[config.mk]
export PLATFORM = sky130hd
export DESIGN_NAME = sar_adc_scan_ctrl
export DESIGN_NICKNAME = d
export VERILOG_FILES = /design/src/rtl/sar_adc_pkg.sv /design/src/rtl/sar_bit_engine.sv /design/src/rtl/sar_adc_scan_ctrl.sv
export SDC_FILE = /design/constraint.sdc
export NUM_CORES = 1
export LEC_CHECK = 0
export ABC_AREA = 1
export ABC_CLOCK_PERIOD_IN_PS = 2700
export CORE_MARGIN = 5
export CORE_UTILIZATION = 60
export DETAILED_ROUTE_END_ITERATION = 8
export PLACE_DENSITY = 0.87
export SLEW_MARGIN = 20
export SYNTH_ARGS = -nofsm -noshare
export SYNTH_HDL_FRONTEND = slang
export SYNTH_HIERARCHICAL = 1
export SYNTH_SLANG_ARGS = --single-unit
[constraint.sdc]
create_clock -name clk -period 2.7 [get_ports clk]
set_clock_uncertainty 0.2 [all_clocks]
set_input_delay 0.405 -clock clk [delete_from_list [all_inputs] [get_ports clk]]
set_output_delay 0.405 -clock clk [all_outputs]
set_load 0.005 [all_outputs]
[src/rtl/sar_adc_pkg.sv]
// Shared definitions for the multi-channel SAR ADC scan controller:
// default geometry, FSM state codes, width helpers and the channel
// priority search used to walk the enabled-channel mask.
package sar_adc_pkg;

  localparam int ADC_WIDTH_DEF  = 8;
  localparam int CH_NUM_DEF     = 4;
  localparam int AVG_LOG2_DEF   = 2;
  localparam int SETTLE_CYC_DEF = 1;

  // Upper bound on CH_NUM supported by the channel search below.
  localparam int MAX_CH = 32;

  typedef logic [2:0] state_t;

  localparam state_t S_IDLE   = 3'd0;
  localparam state_t S_SETTLE = 3'd1;
  localparam state_t S_CONV   = 3'd2;
  localparam state_t S_ACC    = 3'd3;
  localparam state_t S_NEXT   = 3'd4;

  // Bits needed to hold values 0..n-1; never less than one bit so that a
  // single-channel build still has a 1-bit mux select.
  function automatic int cnt_w(input int n);
    return (n > 1) ? $clog2(n) : 1;
  endfunction

  // Accumulator width: 2**avg_log2 codes of adc_w bits cannot overflow it.
  function automatic int acc_w(input int adc_w, input int avg_log2);
    return adc_w + avg_log2;
  endfunction

  // Lowest enabled channel index >= from, or -1 when none remains.
  function automatic int next_enabled(input logic [MAX_CH-1:0] mask, input int from);
    int found;
    found = -1;
    for (int i = MAX_CH - 1; i >= 0; i--) begin
      if (mask[i] && (i >= from)) found = i;
    end
    return found;
  endfunction

endpackage

[src/rtl/sar_bit_engine.sv]
// One successive-approximation conversion: i_go loads the MSB trial code,
// then each clock keeps or drops the current trial bit from the comparator
// and raises the next lower bit. o_done marks the edge that resolves the
// LSB; o_code holds the finished code from the following cycle.
module sar_bit_engine
  import sar_adc_pkg::*;
#(
  parameter int ADC_WIDTH = ADC_WIDTH_DEF
) (
  input  logic                 clk,
  input  logic                 rst,
  input  logic                 i_go,
  input  logic                 i_clr,
  input  logic                 i_cmp,
  output logic [ADC_WIDTH-1:0] o_dac,
  output logic                 o_done,
  output logic [ADC_WIDTH-1:0] o_code
);

  localparam logic [ADC_WIDTH-1:0] MSB = ADC_WIDTH'(1) << (ADC_WIDTH - 1);

  logic [ADC_WIDTH-1:0] r_dac;
  logic [ADC_WIDTH-1:0] r_trial;
  logic                 r_act;
  logic [ADC_WIDTH-1:0] r_code;
  logic [ADC_WIDTH-1:0] w_kept;

  // Trial bit survives only when the input is at or above the DAC level.
  assign w_kept = i_cmp ? r_dac : (r_dac & ~r_trial);

  // Trial code register and one-hot pointer to the bit under test.
  always_ff @(posedge clk) begin
    if (rst) begin
      r_dac   <= '0;
      r_trial <= '0;
      r_act   <= 1'b0;
    end else if (i_go) begin
      r_dac   <= MSB;
      r_trial <= MSB;
      r_act   <= 1'b1;
    end else if (r_act) begin
      r_dac   <= w_kept | (r_trial >> 1);
      r_trial <= r_trial >> 1;
      if (r_trial[0]) r_act <= 1'b0;
    end else if (i_clr) begin
      r_dac <= '0;
    end
  end

  // Capture the resolved code on the LSB edge.
  always_ff @(posedge clk) begin
    if (r_act && r_trial[0]) r_code <= w_kept;
  end

  assign o_dac  = r_dac;
  assign o_done = r_act & r_trial[0];
  assign o_code = r_code;

endmodule

[src/rtl/sar_adc_scan_ctrl.sv]
// Multi-channel SAR ADC scan controller. Walks the enabled channels in
// ascending order, runs 2**AVG_LOG2 settle+convert passes per channel
// through one comparator/DAC, and reports the truncated average per channel
// with den, plus eoc on the last one.
// Optional feature macro: SAR_ADC_CONT_SCAN_EN adds input cont; with cont
// high at scan end the mask is re-latched and a new scan follows directly.
module sar_adc_scan_ctrl
  import sar_adc_pkg::*;
#(
  parameter  int ADC_WIDTH  = ADC_WIDTH_DEF,
  parameter  int CH_NUM     = CH_NUM_DEF,
  parameter  int AVG_LOG2   = AVG_LOG2_DEF,
  parameter  int SETTLE_CYC = SETTLE_CYC_DEF,
  localparam int CH_W       = cnt_w(CH_NUM)
) (
  input  logic                 clk,
  input  logic                 rst,
  input  logic                 start,
  input  logic [CH_NUM-1:0]    ch_mask,
  input  logic                 cmp,
  output logic [ADC_WIDTH-1:0] DACF,
  output logic [CH_W-1:0]      mux_sel,
  output logic                 sample,
  output logic                 busy,
  output logic                 den,
  output logic                 eoc,
  output logic [CH_W-1:0]      ch_id,
  output logic [ADC_WIDTH-1:0] Dout
`ifdef SAR_ADC_CONT_SCAN_EN
  ,
  input  logic                 cont
`endif
);

  localparam int ACC_W = acc_w(ADC_WIDTH, AVG_LOG2);
  localparam int ST_W  = cnt_w(SETTLE_CYC);
  localparam int NC_W  = cnt_w(2 ** AVG_LOG2);
  localparam logic [ST_W-1:0] ST_LAST = ST_W'(SETTLE_CYC - 1);
  localparam logic [NC_W-1:0] NC_LAST = NC_W'((2 ** AVG_LOG2) - 1);

  state_t                r_state;
  logic [CH_NUM-1:0]     r_mask;
  logic [CH_W-1:0]       r_ch;
  logic [CH_W-1:0]       r_chid;
  logic [ST_W-1:0]       r_settle;
  logic [NC_W-1:0]       r_nconv;
  logic [ACC_W-1:0]      r_acc;
  logic [ADC_WIDTH-1:0]  r_dout;
  logic                  r_den;
  logic                  r_eoc;
  logic                  r_busy;

  logic [MAX_CH-1:0]     w_req_ext;
  logic [MAX_CH-1:0]     w_mask_ext;
  int                    w_first;
  int                    w_nxt;
  logic [ACC_W-1:0]      w_sum;
  logic                  w_go;
  logic                  w_clr;
  logic                  w_done;
  logic                  w_rescan;
  logic [ADC_WIDTH-1:0]  w_dac;
  logic [ADC_WIDTH-1:0]  w_code;

`ifdef SAR_ADC_CONT_SCAN_EN
  assign w_rescan = cont;
`else
  assign w_rescan = 1'b0;
`endif

  // Channel search: first channel of a requested mask, and the channel
  // after the current one in the latched mask.
  always_comb begin
    w_req_ext               = '0;
    w_req_ext[CH_NUM-1:0]   = ch_mask;
    w_mask_ext              = '0;
    w_mask_ext[CH_NUM-1:0]  = r_mask;
    w_first                 = next_enabled(w_req_ext, 0);
    w_nxt                   = next_enabled(w_mask_ext, int'(r_ch) + 1);
  end

  // Kick the bit engine on the last settle cycle; park its DAC at zero
  // once the code has been accumulated so the next SETTLE sees 0.
  assign w_go  = (r_state == S_SETTLE) && (r_settle == ST_LAST);
  assign w_clr = (r_state == S_ACC);
  assign w_sum = r_acc + ACC_W'(w_code);

  sar_bit_engine #(
    .ADC_WIDTH (ADC_WIDTH)
  ) u_bit_engine (
    .clk    (clk),
    .rst    (rst),
    .i_go   (w_go),
    .i_clr  (w_clr),
    .i_cmp  (cmp),
    .o_dac  (w_dac),
    .o_done (w_done),
    .o_code (w_code)
  );

  // Scan sequencer: channel walk, averaging and result/pulse generation.
  always_ff @(posedge clk) begin
    if (rst) begin
      r_state  <= S_IDLE;
      r_mask   <= '0;
      r_ch     <= '0;
      r_chid   <= '0;
      r_settle <= '0;
      r_nconv  <= '0;
      r_acc    <= '0;
      r_dout   <= '0;
      r_den    <= 1'b0;
      r_eoc    <= 1'b0;
      r_busy   <= 1'b0;
    end else begin
      r_den <= 1'b0;
      r_eoc <= 1'b0;
      case (r_state)
        S_IDLE: begin
          if (start && !r_busy) begin
            r_mask <= ch_mask;
            if (w_first >= 0) begin
              r_ch     <= CH_W'(w_first);
              r_settle <= '0;
              r_busy   <= 1'b1;
              r_state  <= S_SETTLE;
            end else begin
              // Empty mask: report an immediate, empty scan.
              r_eoc <= 1'b1;
            end
          end
        end
        S_SETTLE: begin
          if (r_settle == ST_LAST) begin
            r_settle <= '0;
            r_state  <= S_CONV;
          end else begin
            r_settle <= r_settle + 1'b1;
          end
        end
        S_CONV: begin
          if (w_done) r_state <= S_ACC;
        end
        S_ACC: begin
          if (r_nconv == NC_LAST) begin
            // Result and pulses are registered here so they are visible
            // during the NEXT cycle; eoc rides with the final channel.
            r_dout  <= w_sum[ACC_W-1:AVG_LOG2];
            r_chid  <= r_ch;
            r_den   <= 1'b1;
            r_eoc   <= (w_nxt < 0);
            r_acc   <= '0;
            r_nconv <= '0;
            r_state <= S_NEXT;
          end else begin
            r_acc   <= w_sum;
            r_nconv <= r_nconv + 1'b1;
            r_state <= S_SETTLE;
          end
        end
        S_NEXT: begin
          if (w_nxt >= 0) begin
            r_ch    <= CH_W'(w_nxt);
            r_state <= S_SETTLE;
          end else if (w_rescan) begin
            r_mask <= ch_mask;
            if (w_first >= 0) begin
              r_ch    <= CH_W'(w_first);
              r_state <= S_SETTLE;
            end else begin
              r_eoc   <= 1'b1;
              r_busy  <= 1'b0;
              r_state <= S_IDLE;
            end
          end else begin
            r_busy  <= 1'b0;
            r_state <= S_IDLE;
          end
        end
        default: begin
          r_busy  <= 1'b0;
          r_state <= S_IDLE;
        end
      endcase
    end
  end

  assign DACF    = w_dac;
  assign mux_sel = r_ch;
  assign sample  = (r_state == S_SETTLE);
  assign busy    = r_busy;
  assign den     = r_den;
  assign eoc     = r_eoc;
  assign ch_id   = r_chid;
  assign Dout    = r_dout;

endmodule

==> results.txt <==
The run finished with clean final reports. The share of the clock period used by the worst path came out at 82.4%. Class of the tightest hold or removal check: reg2reg. Once routing completed, OpenROAD measured the worst setup slack at 475 ps. The core region is 4660 µm². After clock tree synthesis, the clock-pin slew on the worst setup and hold paths is 60 ps. The initialized floorplan defines 25 standard-cell rows. The part of the total power dissipated in sequential elements was 47.2%; the pre-CTS setup slack was 648 ps. After Yosys synthesis, and, or, nand and nor cells account for 24.9% of the synthesized area. Summing the areas of all xor and xnor instances in the mapped netlist gives 0.929% of the synthesized area. The synthesized netlist occupies a cell area of 2830 µm². Entering global routing, the biggest net connects 20 pins.

The Yosys step of the flow raised 6 warnings. Summing the areas of all compound-gate instances in the mapped netlist gives 17.0% of the synthesized area. For the buffer levels on the longest clock path, the log shows 2. The worst-path cell with the longest stage delay was sky130_fd_sc_hd__clkdlybuf4s50_1. The maximum net fanout on the critical path was 5.

For hold timing, the worst endpoint is r_acc[4]. Global routing consumed, over all layers together, 21.0% of the routing resources. The number of violations of the max-capacitance limit came out at 0. The power density relative to cell area works out to 597 nW/µm². For this design the static power due to leakage is 1.46 nW. After synthesis the netlist holds a flip-flop and latch count of 58.

Setup repair after global routing left no endpoint under its margin. The gate count after technology mapping is 354, and the clock sink count is 58. At the end of routability-driven placement, the weighted congestion stood at 0.889. Average size of a mapped cell: 7.99 µm². In this design, the stage delay of the slowest critical-path cell is 500 ps. Headroom to the max-slew limit came out at 51.1%. The later-pin clock latency in the skew report came out at 340 ps.

During placement, the flow inserted port buffers numbering 31. The clock network accounts for 41.1% of the total power. The fraction of layout instances using a drive strength above 1 was 11.9%; the worst-margin pin slew was 733 ps. Number of stages on the worst hold path: 2. The final layout net count is 407. The die is 78.7 µm wide. The die is 78.7 µm tall. The library cells used most frequently in the layout, excluding fill and tap cells, are sky130_fd_sc_hd__nand2_1 (93), sky130_fd_sc_hd__dfxtp_1 (50), sky130_fd_sc_hd__inv_1 (34).

The via count of the first global-routing pass is 2280, and the number of gates resized after cts is 0. Synthesis instantiated 43 different standard cells from the library. The detailed-route wire length was 6010 µm. The run gives 0 as the count of pins over their slew limit.

After global routing the overflow that remains totals 0. The logs give 0 for the initial antenna violation count and 43.9% for the fraction of the yosys area taken by sequential cells. TritonCTS built the clock tree. The library cell used most frequently in the layout, excluding fill and tap cells, is sky130_fd_sc_hd__nand2_1. The mux share of post-synthesis cell area works out to 0%. Reg-to-reg critical path endpoint: Dout[6]. The internal portion of the total power is 1.48 mW. The number of vias per cell is 5.38, and the number of primary I/O pins is 32. The buffers inserted during post-CTS setup optimization was 0.

The logs give 2100 ps for the required time of the critical path and 0 ps for the final-layout setup total negative slack. CTS placed an instance of sky130_fd_sc_hd__clkbuf_8 at the clock tree root. The worst setup path is of the reg2out kind. Setup violations remaining at the end of the flow were counted as 0. The routed design could run at a clock period as short as 2230 ps. The detailed router's first-iteration violation count was 126. Of the total synthesized cell area, the portion taken by full adders, half adders and majority gates is 4.69%. The repair_antennas step left the layout with diodes totalling 0. The die area was 6190 µm².

The first global-routing pass estimated 10200 µm of wire. The hold path startpoint was r_acc[4]. Hold buffer count at cts: 0. The logs give 0 for the number of hold violations in the final report and 0 for the count of unresolved DRC violations after routing.

The worst register-to-register path begins at u_bit_engine/o_code[0]. The tools report the number of nets in the synthesized netlist as 372. STA classifies the critical path endpoint as a primary output. In this run switching power makes up 26.0% of total power. The number of cells on the worst reg-to-reg path is 10.

Per report_power, the combinational group accounts for 11.7% of the total. The run gives 365 as the number of filler instances in the final layout. The tools report the power dissipated by switching net loads as 0.520 mW. The worst setup path is launched from a register.

Starting density of the core: 60.7%. The clock tree synthesis step divided the H-tree into 3 levels. The detail-routed net length per standard cell was 13.4 µm; the number of buffers created by CTS was 9.

Traced cell by cell, the critical path runs through inv_1, nor3_1, buf_4, clkdlybuf4s50_1. The largest family of logic cells by synthesized area was simple AND/OR/NAND/NOR gates. The pre-antenna-repair detailed-routing pass consisted of 4 iterations. The run gives 1620 ps as the data arrival time at the worst-slack endpoint. For the flop-to-flop setup slack, the log shows 740 ps. The post-detailed-placement half-perimeter wirelength was 4230 µm. Timing would allow up to 449 MHz. The routed layout has 2410 vias.

Once detail routing completed, the nets flagged for antenna violations numbered 0. The worst-case IR drop observed on VDD is 0.436 mV. Relative to the synthesized area, the layout overhead comes to 18.2%.
-- power groups by stage --
stage          combinational (mW)  clock (mW)  sequential [mW]
3_3_place_gp                0.224           0            0.959
6_report                    0.233       0.822            0.943
5_1_grt                     0.259       0.887            0.947
2_1_floorplan               0.174           0            0.955
4_1_cts                     0.233       0.838            0.942
3_5_place_dp                0.231           0            0.961
-- critical path, delay by kind of cell, from the launching register on --
kind / cells / cell delay [ps]
AND/OR/NAND/NOR: 1 / 160
flip-flops: 1 / 390
buffers and inverters: 3 / 740
-- per-layer routing --
metal	track usage (%)	routed length, µm
met1	26.1	2660
met2	33.7	2900
met3	6.65	318
met4	8.57	131
met5	0	0
-- logic make-up after synthesis --
| group | Yosys count |
|---|---|
| flops | 58 |
| compound gates | 72 |
| simple gates | 161 |
| fa+ha+maj | 10 |
| xor+xnor | 3 |
| buf+inv | 50 |
-- cell usage after synthesis, drive strengths merged --
library cell / count / share of area [%]
nand2: 96 / 13
dfxtp: 50 / 35
inv: 39 / 5.3
a21oi: 35 / 7.7
nor2: 34 / 5.5
nand3: 18 / 3.2
o21ai: 12 / 2.1
ha: 9 / 4.0
a21boi: 8 / 2.1
buf: 8 / 2.9
edfxtp: 8 / 8.5
o21a: 6 / 1.6
a211oi: 5 / 1.9
nand4: 4 / 0.88
nor3: 4 / 1.1
xor2: 3 / 0.93
clkbuf: 2 / 0.31
nand3b: 2 / 0.53
o211ai: 2 / 0.71
o22ai: 2 / 0.44
or2: 2 / 0.44
a21o: 1 / 0.27
a31oi: 1 / 0.22
and2: 1 / 0.22
clkinv: 1 / 0.13
fa: 1 / 0.71
-- stage by stage --
stage                     cells  total power [mW]  util (%)  instance area [µm²]  hold slack (ps)
final                       448              2.00      71.7                 3340              269
after global routing        448              2.09      71.7                 3340              294
after CTS                   448              2.01      71.7                 3340              274
after detailed placement    432              1.19      67.3                 3140              264
after global placement      432              1.18      67.3                 3140              256
after floorplan             354              1.13         -                 2830              243
-- worst max path at each step --
stage	startpoint	endpoint	slack [ps]
global placement	rst	Dout[2]	690
global route	r_state[0]	sample	350
floorplan	u_bit_engine/o_code[0]	Dout[6]	910
finish	r_state[0]	sample	470
detailed placement	rst	Dout[2]	650
CTS	r_state[2]	sample	450
-- final cells by class --
cell class | instances | area [µm²] | share of cell area (%)
multi-input cells | 246 | 1340 | 40.2
flip-flops and latches | 58 | 1240 | 37.1
repair buffers | 34 | 333 | 9.96
clock buffers | 12 | 155 | 4.64
inverters | 40 | 153 | 4.57
well taps | 54 | 67.6 | 2.02
clock inverters | 4 | 50.0 | 1.50
-- registers in the layout (all words and copies together), names as in the netlist, 2 cells and up --
| signal | flops |
|---|---|
| mux_sel | 2 |
| u_bit_engine/r_trial | 8 |
| r_nconv | 2 |
| ch_id | 2 |
| r_acc | 10 |
| r_mask | 3 |
| u_bit_engine/o_dac | 8 |
| u_bit_engine/o_code | 8 |
| r_state | 3 |
| Dout | 8 |
No activity file was read; power rests on OpenSTA's default activity.
